**src/rtl/wb_team_interconnect_pkg.sv**
```systemverilog
// wb_ic_pkg: shared constants, state encoding and helpers for the Wishbone
// team interconnect.
//   DAT_W       data bus width
//   SLOT_*      fixed slot numbers; team i+1 sits at slot SLOT_TEAM0+i
//   state_e     interconnect FSM encoding
//   sat_inc16   16-bit saturating increment used by the error counter
package wb_ic_pkg;

  localparam int DAT_W      = 32;
  localparam int SLOT_GPIO  = 0;
  localparam int SLOT_LA    = 1;
  localparam int SLOT_TEAM0 = 2;

  typedef enum logic [1:0] {
    IDLE = 2'd0,
    BUSY = 2'd1,
    RESP = 2'd2
  } state_e;

  function automatic logic [15:0] sat_inc16(input logic [15:0] v);
    return (v == 16'hFFFF) ? v : v + 16'd1;
  endfunction

endpackage

```
**src/rtl/wb_team_interconnect_if.sv**
```systemverilog
// wb_team_interconnect_if: Wishbone classic master-side bus between the
// Caravel user-area port and the interconnect.
//   wbs_stb_i / wbs_cyc_i / wbs_adr_i   driven by the master
//   wbs_ack_o / wbs_dat_o               returned by the interconnect
// Modports: master (Caravel side), slave (interconnect side).
interface wb_team_interconnect_if;
  import wb_ic_pkg::*;

  logic             wbs_stb_i;
  logic             wbs_cyc_i;
  logic [31:0]      wbs_adr_i;
  logic             wbs_ack_o;
  logic [DAT_W-1:0] wbs_dat_o;

  modport master (
    output wbs_stb_i, wbs_cyc_i, wbs_adr_i,
    input  wbs_ack_o, wbs_dat_o
  );

  modport slave (
    input  wbs_stb_i, wbs_cyc_i, wbs_adr_i,
    output wbs_ack_o, wbs_dat_o
  );
endinterface

```
**src/rtl/wb_team_interconnect_timer.sv**
```systemverilog
// wb_timeout_timer: per-transfer timeout counter.
//   clk, rst  clock and synchronous active-high reset
//   clear     force the count back to zero
//   enable    count up by one per cycle while below the terminal value
//   done      count has reached TIMEOUT_CYCLES-1
module wb_timeout_timer #(
  parameter int TIMEOUT_CYCLES = 255
) (
  input  logic clk,
  input  logic rst,
  input  logic clear,
  input  logic enable,
  output logic done
);

  localparam int CNT_W = (TIMEOUT_CYCLES > 1) ? $clog2(TIMEOUT_CYCLES) : 1;
  localparam logic [CNT_W-1:0] LAST = CNT_W'(TIMEOUT_CYCLES - 1);

  logic [CNT_W-1:0] count;

  always_ff @(posedge clk) begin
    if (rst) begin
      count <= '0;
    end else if (clear) begin
      count <= '0;
    end else if (enable && !done) begin
      count <= count + CNT_W'(1);
    end
  end

  assign done = (count == LAST);

endmodule

```
**src/rtl/wb_team_interconnect.sv**
```systemverilog
// wb_team_interconnect: Wishbone classic interconnect from the Caravel
// user-area port to gpio_control, la_control and NUM_TEAMS team wrappers.
// Decodes the slot field, drives one registered strobe, returns the selected
// slave's data/ack, and answers unmapped slots and stalled slaves with an
// error response carrying BAD_DATA.
// Ports:
//   wb_clk_i, wb_rst_i     clock, synchronous active-high reset
//   bus                    master-side Wishbone (slave modport)
//   *_stb                  registered strobes: gpio slot 0, la slot 1,
//                          designs_stb[i] = team i+1 = slot i+2
//   adr_truncated          {16'h0, latched adr[15:0]}
//   *_dat_o / *_ack_o      slave read data and acks
//   err_count, err_pulse   saturating error count, pulse per error response
//
// state | meaning
// IDLE  | waiting for stb&cyc, timer held clear
// BUSY  | one slave strobe high, waiting for its ack, abort or timeout
// RESP  | wbs_ack_o high for this single cycle
module wb_team_interconnect
  import wb_ic_pkg::*;
#(
  parameter int          NUM_TEAMS      = 1,
  parameter int          SLOT_LSB       = 16,
  parameter int          SLOT_W         = 8,
  parameter int          TIMEOUT_CYCLES = 255,
  parameter logic [31:0] BAD_DATA       = 32'hBADD_A7A0
) (
  input  logic                       wb_clk_i,
  input  logic                       wb_rst_i,
  wb_team_interconnect_if.slave      bus,
  output logic                       gpio_control_stb,
  output logic                       la_control_stb,
  output logic [NUM_TEAMS-1:0]       designs_stb,
  output logic [31:0]                adr_truncated,
  input  logic [DAT_W-1:0]           gpio_control_dat_o,
  input  logic [DAT_W-1:0]           la_control_dat_o,
  input  logic [DAT_W*NUM_TEAMS-1:0] designs_dat_o,
  input  logic                       gpio_control_ack_o,
  input  logic                       la_control_ack_o,
  input  logic [NUM_TEAMS-1:0]       designs_ack_o,
  output logic [15:0]                err_count,
  output logic                       err_pulse
);

  localparam logic [1:0] ST_IDLE = IDLE;
  localparam logic [1:0] ST_BUSY = BUSY;
  localparam logic [1:0] ST_RESP = RESP;

  logic [1:0]           state;
  logic [SLOT_W-1:0]    sel_slot;
  logic [15:0]          adr_q;
  logic                 ack_q;
  logic [DAT_W-1:0]     dat_q;
  logic                 gpio_stb_q;
  logic                 la_stb_q;
  logic [NUM_TEAMS-1:0] team_stb_q;
  logic [15:0]          err_cnt_q;
  logic                 err_pulse_q;

  logic [SLOT_W-1:0]    req_slot;
  int                   req_idx;
  int                   sel_idx;
  logic                 req_mapped;
  logic                 dec_gpio;
  logic                 dec_la;
  logic [NUM_TEAMS-1:0] dec_team;
  logic                 sel_ack;
  logic [DAT_W-1:0]     sel_dat;
  logic                 tmr_done;
  logic                 unused_adr;

  assign req_slot   = bus.wbs_adr_i[SLOT_LSB +: SLOT_W];
  assign req_idx    = int'(req_slot);
  assign sel_idx    = int'(sel_slot);
  assign req_mapped = (req_idx < NUM_TEAMS + 2);
  // Address bits outside the slot field and adr[15:0] carry no meaning here.
  assign unused_adr = ^bus.wbs_adr_i;

  always_comb begin
    dec_gpio = (req_idx == SLOT_GPIO);
    dec_la   = (req_idx == SLOT_LA);
    dec_team = '0;
    for (int i = 0; i < NUM_TEAMS; i++) begin
      dec_team[i] = (req_idx == SLOT_TEAM0 + i);
    end
  end

  // Return path follows the latched slot, so acks from any other slave
  // never reach the FSM.
  always_comb begin
    sel_ack = 1'b0;
    sel_dat = '0;
    if (sel_idx == SLOT_GPIO) begin
      sel_ack = gpio_control_ack_o;
      sel_dat = gpio_control_dat_o;
    end
    if (sel_idx == SLOT_LA) begin
      sel_ack = la_control_ack_o;
      sel_dat = la_control_dat_o;
    end
    for (int i = 0; i < NUM_TEAMS; i++) begin
      if (sel_idx == SLOT_TEAM0 + i) begin
        sel_ack = designs_ack_o[i];
        sel_dat = designs_dat_o[DAT_W*i +: DAT_W];
      end
    end
  end

  wb_timeout_timer #(
    .TIMEOUT_CYCLES(TIMEOUT_CYCLES)
  ) u_timer (
    .clk   (wb_clk_i),
    .rst   (wb_rst_i),
    .clear (state == ST_IDLE),
    .enable(state == ST_BUSY),
    .done  (tmr_done)
  );

  always_ff @(posedge wb_clk_i) begin
    if (wb_rst_i) begin
      state       <= ST_IDLE;
      sel_slot    <= '0;
      adr_q       <= '0;
      ack_q       <= 1'b0;
      dat_q       <= '0;
      gpio_stb_q  <= 1'b0;
      la_stb_q    <= 1'b0;
      team_stb_q  <= '0;
      err_cnt_q   <= '0;
      err_pulse_q <= 1'b0;
    end else begin
      ack_q       <= 1'b0;
      err_pulse_q <= 1'b0;
      case (state)
        ST_IDLE: begin
          if (bus.wbs_stb_i && bus.wbs_cyc_i) begin
            sel_slot <= req_slot;
            adr_q    <= bus.wbs_adr_i[15:0];
            if (req_mapped) begin
              gpio_stb_q <= dec_gpio;
              la_stb_q   <= dec_la;
              team_stb_q <= dec_team;
              state      <= ST_BUSY;
            end else begin
              dat_q       <= BAD_DATA;
              ack_q       <= 1'b1;
              err_pulse_q <= 1'b1;
              err_cnt_q   <= sat_inc16(err_cnt_q);
              state       <= ST_RESP;
            end
          end
        end
        ST_BUSY: begin
          // Abort beats ack: with cyc gone there is no master left to answer.
          if (!bus.wbs_cyc_i) begin
            gpio_stb_q <= 1'b0;
            la_stb_q   <= 1'b0;
            team_stb_q <= '0;
            state      <= ST_IDLE;
          end else if (sel_ack) begin
            dat_q      <= sel_dat;
            ack_q      <= 1'b1;
            gpio_stb_q <= 1'b0;
            la_stb_q   <= 1'b0;
            team_stb_q <= '0;
            state      <= ST_RESP;
          end else if (tmr_done) begin
            dat_q       <= BAD_DATA;
            ack_q       <= 1'b1;
            err_pulse_q <= 1'b1;
            err_cnt_q   <= sat_inc16(err_cnt_q);
            gpio_stb_q  <= 1'b0;
            la_stb_q    <= 1'b0;
            team_stb_q  <= '0;
            state       <= ST_RESP;
          end
        end
        ST_RESP: state <= ST_IDLE;
        default: state <= ST_IDLE;
      endcase
    end
  end

  assign bus.wbs_ack_o     = ack_q;
  assign bus.wbs_dat_o     = dat_q;
  assign gpio_control_stb  = gpio_stb_q;
  assign la_control_stb    = la_stb_q;
  assign designs_stb       = team_stb_q;
  assign adr_truncated     = {16'h0, adr_q};
  assign err_count         = err_cnt_q;
  assign err_pulse         = err_pulse_q;

endmodule

```
**src/flat_wrapper.sv**
```systemverilog
// flat-port wrapper written by rule: the top's interface ports become plain ports
module wb_team_interconnect_flat import wb_ic_pkg::*;
#(
  parameter int          NUM_TEAMS      = 1,
  parameter int          SLOT_LSB       = 16,
  parameter int          SLOT_W         = 8,
  parameter int          TIMEOUT_CYCLES = 255,
  parameter logic [31:0] BAD_DATA       = 32'hBADD_A7A0
)
  (wb_clk_i, wb_rst_i, gpio_control_stb, la_control_stb, designs_stb, adr_truncated, gpio_control_dat_o, la_control_dat_o, designs_dat_o, gpio_control_ack_o, la_control_ack_o, designs_ack_o, err_count, err_pulse, bus_wbs_stb_i, bus_wbs_cyc_i, bus_wbs_adr_i, bus_wbs_ack_o, bus_wbs_dat_o);
  wb_team_interconnect_if bus_i ();
  input  logic wb_clk_i;
  input  logic wb_rst_i;
  output logic gpio_control_stb;
  output logic la_control_stb;
  output logic [NUM_TEAMS-1:0] designs_stb;
  output logic [31:0] adr_truncated;
  input  logic [DAT_W-1:0] gpio_control_dat_o;
  input  logic [DAT_W-1:0] la_control_dat_o;
  input  logic [DAT_W*NUM_TEAMS-1:0] designs_dat_o;
  input  logic gpio_control_ack_o;
  input  logic la_control_ack_o;
  input  logic [NUM_TEAMS-1:0] designs_ack_o;
  output logic [15:0] err_count;
  output logic err_pulse;
  input wire logic [$bits(bus_i.wbs_stb_i)-1:0] bus_wbs_stb_i;
  input wire logic [$bits(bus_i.wbs_cyc_i)-1:0] bus_wbs_cyc_i;
  input wire logic [$bits(bus_i.wbs_adr_i)-1:0] bus_wbs_adr_i;
  output wire logic [$bits(bus_i.wbs_ack_o)-1:0] bus_wbs_ack_o;
  output wire logic [$bits(bus_i.wbs_dat_o)-1:0] bus_wbs_dat_o;
  assign bus_i.wbs_stb_i = bus_wbs_stb_i;
  assign bus_i.wbs_cyc_i = bus_wbs_cyc_i;
  assign bus_i.wbs_adr_i = bus_wbs_adr_i;
  assign bus_wbs_ack_o = bus_i.wbs_ack_o;
  assign bus_wbs_dat_o = bus_i.wbs_dat_o;
  wb_team_interconnect #(.NUM_TEAMS(NUM_TEAMS), .SLOT_LSB(SLOT_LSB), .SLOT_W(SLOT_W), .TIMEOUT_CYCLES(TIMEOUT_CYCLES), .BAD_DATA(BAD_DATA)) u_core (.wb_clk_i(wb_clk_i), .wb_rst_i(wb_rst_i), .bus(bus_i), .gpio_control_stb(gpio_control_stb), .la_control_stb(la_control_stb), .designs_stb(designs_stb), .adr_truncated(adr_truncated), .gpio_control_dat_o(gpio_control_dat_o), .la_control_dat_o(la_control_dat_o), .designs_dat_o(designs_dat_o), .gpio_control_ack_o(gpio_control_ack_o), .la_control_ack_o(la_control_ack_o), .designs_ack_o(designs_ack_o), .err_count(err_count), .err_pulse(err_pulse));
endmodule
```
**config.mk**
```make
export PLATFORM = sky130hd
export DESIGN_NAME = wb_team_interconnect_flat
export DESIGN_NICKNAME = d
export VERILOG_FILES = /design/src/rtl/wb_team_interconnect_pkg.sv /design/src/rtl/wb_team_interconnect_if.sv /design/src/rtl/wb_team_interconnect_timer.sv /design/src/rtl/wb_team_interconnect.sv /design/src/flat_wrapper.sv
export SDC_FILE = /design/constraint.sdc
export NUM_CORES = 1
export LEC_CHECK = 0
export ABC_AREA = 1
export CAP_MARGIN = 20
export CORE_MARGIN = 2
export CORE_UTILIZATION = 42
export CTS_CLUSTER_SIZE = 10
export DETAILED_ROUTE_END_ITERATION = 6
export PLACE_DENSITY = 0.78
export RECOVER_POWER = 25
export SYNTH_ARGS = -nofsm -noshare
export SYNTH_HDL_FRONTEND = slang
export SYNTH_HIERARCHICAL = 1
export SYNTH_SLANG_ARGS = --single-unit
```
**constraint.sdc**
```tcl
create_clock -name wb_clk_i -period 2.8 [get_ports wb_clk_i]
set_clock_uncertainty 0.15 [all_clocks]
set_input_delay 0.7 -clock wb_clk_i [delete_from_list [all_inputs] [get_ports wb_clk_i]]
set_output_delay 0.7 -clock wb_clk_i [all_outputs]
set_load 0.005 [all_outputs]
```
# After elaboration in Yosys (flattened, before gate mapping)
# Index checks and enable logic that the tools add are counted.
# totals
elab_cells	88
input_bits	135
reg_bits	87
out_inout_bits	85
# op_classes
n_eq_ne	15
muxes	46
magnitude_cmp	1
reduce_logical	13
n_addsub	2
# op_table
cell	count
$mux W32	8
$mux W16	6
$logic_not A32 Y1	2
$pmux W32 S2	1
$pmux W16 S2	1
$mux W1	19
$add A16 B1 Y16 const B	1
$eq A16 B16 Y1 const B	1
$eq A8 B2 Y1 const B	2
$eq A8 B3 Y1 const B	2
$mux W2	5
$pmux W1 S2	5
$add A8 B1 Y8 const B	1
$eq A8 B8 Y1 const B	1
$lt A8 B2 Y1 const B	1
$ne A2 B1 Y1 const B	3
$ne A2 B2 Y1 const B	3
$reduce_and A6 Y1	1
$reduce_and A5 Y1	1
$ne A4 B2 Y1 const B	1
$pmux W2 S2	1
$reduce_and A2 Y1	2
$reduce_and A4 Y1	1
$ne A3 B1 Y1 const B	1
other kinds (6)	7

# Logic depth before layout (Yosys ltp)
# logic_depth
ltp_word	7
mapped_depth	14
ltp_nobuf	14

# Hierarchy
# The synthesis kept the hierarchy.
# by_module_without_submodules
module	cells_per_inst	area_per_inst_um2	n_inst	seq_area_each_um2
wb_team_interconnect	656	4232.8	1	1581.5
wb_timeout_timer	69	478.0	1	160.2

# Worst setup path before layout
# No wires, ideal clock.
# synth_timing
kind	input port to flip-flop
start	input bus_wbs_adr_i[16]
end	register u_core.err_cnt_q[11], in the netlist u_core/err_count[11]
t_arrival_ps	1656
t_required_ps	2518
n_path_buf	1
path_stages	10
setup_time_ps	132
setup_slack_ps	861
cell_sequence	inv_1 -> o21ai_0 -> nor2_1 -> nand2_1 -> nand3_2 -> nor2_4 -> nand2_4 -> buf_6 -> nand2_1 -> a21oi_1
# synth_between
elab_chain_len	3
# synth_lines
item	line_no	text
start, declared	flat_wrapper.sv:28	input wire logic [$bits(bus_i.wbs_adr_i)-1:0] bus_wbs_adr_i;
$lt A8 B2 Y1	wb_team_interconnect.sv:75	assign req_mapped = (req_idx < NUM_TEAMS + 2);
$ne A2 B2 Y1 (no line)	-	
$reduce_and A6 Y1 (no line)	-	
end signal, assigned	wb_team_interconnect.sv:148	err_cnt_q <= sat_inc16(err_cnt_q);
end signal, assigned	wb_team_interconnect.sv:171	err_cnt_q <= sat_inc16(err_cnt_q);
end, declared	wb_team_interconnect.sv:57	logic [15:0] err_cnt_q;
# Every way passes these cells.
# A chain may end at the register's enable or synchronous reset.

# Worst setup path after layout
# layout_timing
start	input bus_wbs_adr_i[16]
end	register u_core.dat_q[19], in the netlist u_core/bus.wbs_dat_o[19]
# layout_between
elab_chain_len	3
# layout_lines
item	line_no	text
$lt A8 B2 Y1	wb_team_interconnect.sv:75	
$ne A2 B2 Y1 (no line)	-	
$reduce_and A5 Y1 (no line)	-	
end signal, assigned	wb_team_interconnect.sv:161	dat_q <= sel_dat;
end, declared	wb_team_interconnect.sv:53	logic [DAT_W-1:0] dat_q;
# Every way passes these cells.

==> results by stage <==
Outcome:
- The run finished with clean final reports.

Timing:
- The final number of hold-violating endpoints came to 0.
- In the finished design, the share of the clock period the worst path needs comes to 0.841.
- The final-layout setup total negative slack is 0 ns.
- For the finished layout, the period the worst path requires is 2.35 ns.
- The transition at the pin with the smallest max-transition slack is 0.707 ns.
- The number of pins with negative max-slew slack in the final report is 0.
- Setup repair after global routing left no endpoint under its margin.
- The final-report setup violation count is 0.
- For this run, the top clock speed supported by timing is 425 MHz.
- The worst slew margin relative to its limit is 0.528.

Drt:
- In the routed layout, each cell is associated on average with a via count of 4.85.
- The detailed router finished its first iteration with 211 violations.
- The count of nets left with antenna violations once routing finished came out at 0.
- The final layout contains routed wiring with a total length of 13.8 mm.
- The DRC violation count after routing is 0.
- The overall via count from detail_route is 5096.
- Summed over all nets, wire length on met2 after detailed routing comes to 6.86 mm.
- The met1 wire length is 5.88 mm.
- The detailed router used layers up to and including met4.
- The first TritonRoute pass finished after 4 iterations.
- After detailed routing, the met3 layer carries 961 um of wire.
- Dividing the detail-routed wire length by the instance count gives 13.1 um.

Layout:
- The growth of design area from synthesis to finish is 47.4%.
- Of the cells placed in the final design, the portion with a size suffix greater than 1 is 0.0582.
- The sequential cell area in the final layout is 1740 um^2.
- 0 antenna diodes ended up in the layout.
- In the final layout, the multi-input gates occupy 2550 um^2.
- After routing the design area is 6950 um^2.
- Leaving out filler cells and counting taps, the final layout contains 1051.
- The layout net count is 1044.
- Fill cells in the final layout number 1022.
- The core occupancy in the finished layout is 0.638.

Clocking:
- Clock tree synthesis inserted a total of 9 buffers.
- The post-cts gate resize count is 0.
- The total setup buffers inserted after CTS is 0.
- In this run the clock root is driven by a sky130_fd_sc_hd__clkbuf_8.
- The clock transition at the registers of the reported paths is 0.09 ns.
- The TritonCTS clock tree is done.
- The number of levels in the clock H-tree is 3.
- The number of buffers on the longest clock path is 2.
- For the worst-skew pair, the clock arrives at the later sink with an insertion delay of 0.35 ns.
- CTS saw 87 sinks.
- The number of buffers inserted for hold repair after clock tree synthesis is 0.

Critical path:
- In this run the worst setup path terminates at u_core/bus.wbs_dat_o[19].
- At the worst endpoint, the required time is 2.94 ns.
- The end of the worst register-to-register path is u_core/bus.wbs_dat_o[8].
- In this run the register-to-register setup slack is 0.55 ns.
- The critical path data arrival time is 2.49 ns.
- The launching element type of the critical path is a primary input.
- The type of element capturing the critical path is a register.
- The largest fanout of any net on the critical path is 32.
- The worst-case reg-to-reg path depth is 13.
- The worst setup path is of the in -> reg kind.
- The critical path starts at bus_wbs_adr_i[16].
- In this run the critical register-to-register path is launched from u_core/sel_slot[7].

Global route:
- The number of antenna violations at the first check in global routing is 0.
- The largest net degree at the start of global routing is 63.
- The first-pass GRT wire length is 22.2 mm.
- The aggregate global routing overflow is 0.
- The global-route usage over all layers is 0.232.
- The via count of the first global-routing pass is 4721.

Placed design:
- Routability-driven placement finished with a final weighted congestion of 0.823.
- The number of cells in the design after placement is 1035.
- The HPWL after detailed placement is 10.1 mm.
- Input and output buffers added on the ports amount to 195.
- In this run the cell area measured after placement is 6730 um^2.

Floorplan:
- The floorplan step defined a core boundary enclosing 10900 um^2.
- For this configuration, the core starts out at a cell density of 0.433.
- The floorplan row count is 38.
- The I/O pin total is 220.
- The height of the die is 110 um.
- Measured along the x axis, the die boundary spans 110 um.
- The total die area is 12100 um^2.

Synth:
- After synthesis, the largest family of logic cells by area is simple AND/OR/NAND/NOR gates.
- Of the total synthesized cell area, the portion taken by full adders, half adders and majority gates is 0.00797.
- Of the post-synthesis cell area, the part taken by muxes is 0.
- In the synthesized netlist, the number of instances is 725.
- The register area share after synthesis is 0.370.
- Counting flops and latches in the post-synthesis netlist gives 87.
- The synthesized-area fraction occupied by ao, oa, aoi and oai cells was 0.123.
- The xor-xnor portion of the synthesized cell area is 0.0297.
- The number of different library cells used by synthesis comes to 27.
- The average size of a mapped cell is 6.50 um^2.
- Of the total synthesized cell area, the portion taken by AND, OR, NAND and NOR gates is 0.370.
- During synthesis, Yosys emitted a total of 6 warnings.
- The mapped netlist covers 4710 um^2.

Power and ir drop:
- The static leakage power is 0.00285 uW.
- Power spread over the standard cell area amounts to 475 nW/um^2.
- Overall power consumption after layout is estimated at 3300 uW.
- The peak supply drop is 0.281 mV.

Hold path:
- The class of the worst hold path is reg -> reg.

Run:
- The tool flagged a number of max-cap violations equal to 0.
[flip-flops by register name, indices dropped and copies added, names as in the netlist]
| register | cells |
|---|---|
| u_core/designs_stb | 1 |
| u_core/bus.wbs_dat_o | 32 |
| u_core/gpio_control_stb | 1 |
| u_core/u_timer/count | 8 |
| u_core/err_pulse | 1 |
| u_core/la_control_stb | 1 |
| u_core/sel_slot | 8 |
| u_core/bus.wbs_ack_o | 1 |
| u_core/state | 2 |
| u_core/adr_q | 16 |
| u_core/err_count | 16 |
[critical path, stage by stage]
cell	delay, ns
sky130_fd_sc_hd__clkdlybuf4s50_1	0.52
sky130_fd_sc_hd__inv_1	0.08
sky130_fd_sc_hd__o21ai_0	0.16
sky130_fd_sc_hd__nor2_1	0.08
sky130_fd_sc_hd__nand2_1	0.08
sky130_fd_sc_hd__nand3_1	0.18
sky130_fd_sc_hd__o21ai_2	0.14
sky130_fd_sc_hd__buf_4	0.32
sky130_fd_sc_hd__o21ai_0	0.12
sky130_fd_sc_hd__nor2_1	0.11
[metrics by stage]
stage | setup WS (ns) | hold slack, ns
after CTS | 0.514 | 0.324
after global placement | 0.202 | 0.304
after detailed placement | 0.161 | 0.310
final | 0.445 | 0.326
after floorplan | 0.861 | 0.294
after global routing | 0.293 | 0.339
[synth_stat cells (all sizes together)]
master / number / area [um^2]
nand3: 64 / 330
inv: 43 / 166
buf: 29 / 209
ha: 3 / 37.5
nor3: 7 / 46.3
nand2: 155 / 617
a21oi: 53 / 265
clkbuf: 24 / 90.1
xor2: 9 / 78.8
dfxtp: 87 / 1740
nand4: 12 / 75.1
xnor2: 7 / 61.3
conb: 1 / 3.75
o21ai: 62 / 314
nor2: 169 / 674
[cell families (layout without fill, tap and decap cells)]
logic type	Yosys count	after routing
DFF	87	87
and+or+nand+nor	407	407
buffers and inverters	96	267
adders and majority gates	3	3
xor gates and xnor gates	16	16
other	1	16
AOI/OAI and AO/OA	115	115
[layout make-up]
cell class              instances  share of cell area
clock buffers                   9              0.0178
clock inverters                 7              0.0139
inverters                      43              0.0240
multi-input cells             557               0.368
flip-flops and latches         87               0.251
well taps                     140              0.0252
repair buffers                208               0.300
[cell usage in the layout, fill, tap and decap left out, types with 2 or more instances in the layout]
cell / n
sky130_fd_sc_hd__buf_12: 3
sky130_fd_sc_hd__inv_4: 2
sky130_fd_sc_hd__buf_4: 10
sky130_fd_sc_hd__nor2_2: 4
sky130_fd_sc_hd__clkinv_4: 2
sky130_fd_sc_hd__clkdlybuf4s50_1: 188
sky130_fd_sc_hd__a21oi_1: 53
sky130_fd_sc_hd__nand2_4: 3
sky130_fd_sc_hd__nand3_1: 63
sky130_fd_sc_hd__nand2_2: 5
sky130_fd_sc_hd__nor2_4: 4
sky130_fd_sc_hd__clkbuf_8: 9
sky130_fd_sc_hd__xor2_1: 9
sky130_fd_sc_hd__inv_1: 38
sky130_fd_sc_hd__clkinv_2: 2
sky130_fd_sc_hd__bufinv_16: 2
sky130_fd_sc_hd__o21ai_0: 61
sky130_fd_sc_hd__nand2_1: 147
sky130_fd_sc_hd__nor2_1: 161
sky130_fd_sc_hd__nand4_1: 12
sky130_fd_sc_hd__xnor2_1: 7
sky130_fd_sc_hd__dlygate4sd3_1: 7
sky130_fd_sc_hd__inv_2: 3
sky130_fd_sc_hd__conb_1: 16
sky130_fd_sc_hd__dfxtp_1: 87
sky130_fd_sc_hd__ha_1: 3
sky130_fd_sc_hd__nor3_1: 6
[where the power goes]
part	switching, uW	internal, uW	total [uW]
Sequential	57.0	1340	1400
Clock	464	506	970
Combinational	467	465	932
Total	987	2310	3300
[metal layers]
| layer | up-vias | track usage |
|---|---|---|
| li1 | 2654 | - |
| met1 | 2292 | 0.277 |
| met2 | 140 | 0.402 |
| met3 | 10 | 0.0688 |
| met4 | 0 | 0.0687 |
| met5 | - | 0 |
[how the worst min path moves through the flow]
stage,startpoint,end,cells after the start
finish,u_core/sel_slot[3],u_core/sel_slot[3],2
global route,u_core/sel_slot[3],u_core/sel_slot[3],2
floorplan,u_core/sel_slot[2],u_core/sel_slot[2],2
detailed placement,u_core/sel_slot[3],u_core/sel_slot[3],2
CTS,u_core/sel_slot[3],u_core/sel_slot[3],2
global placement,u_core/sel_slot[3],u_core/sel_slot[3],2
(Power assumes the default switching activity.)
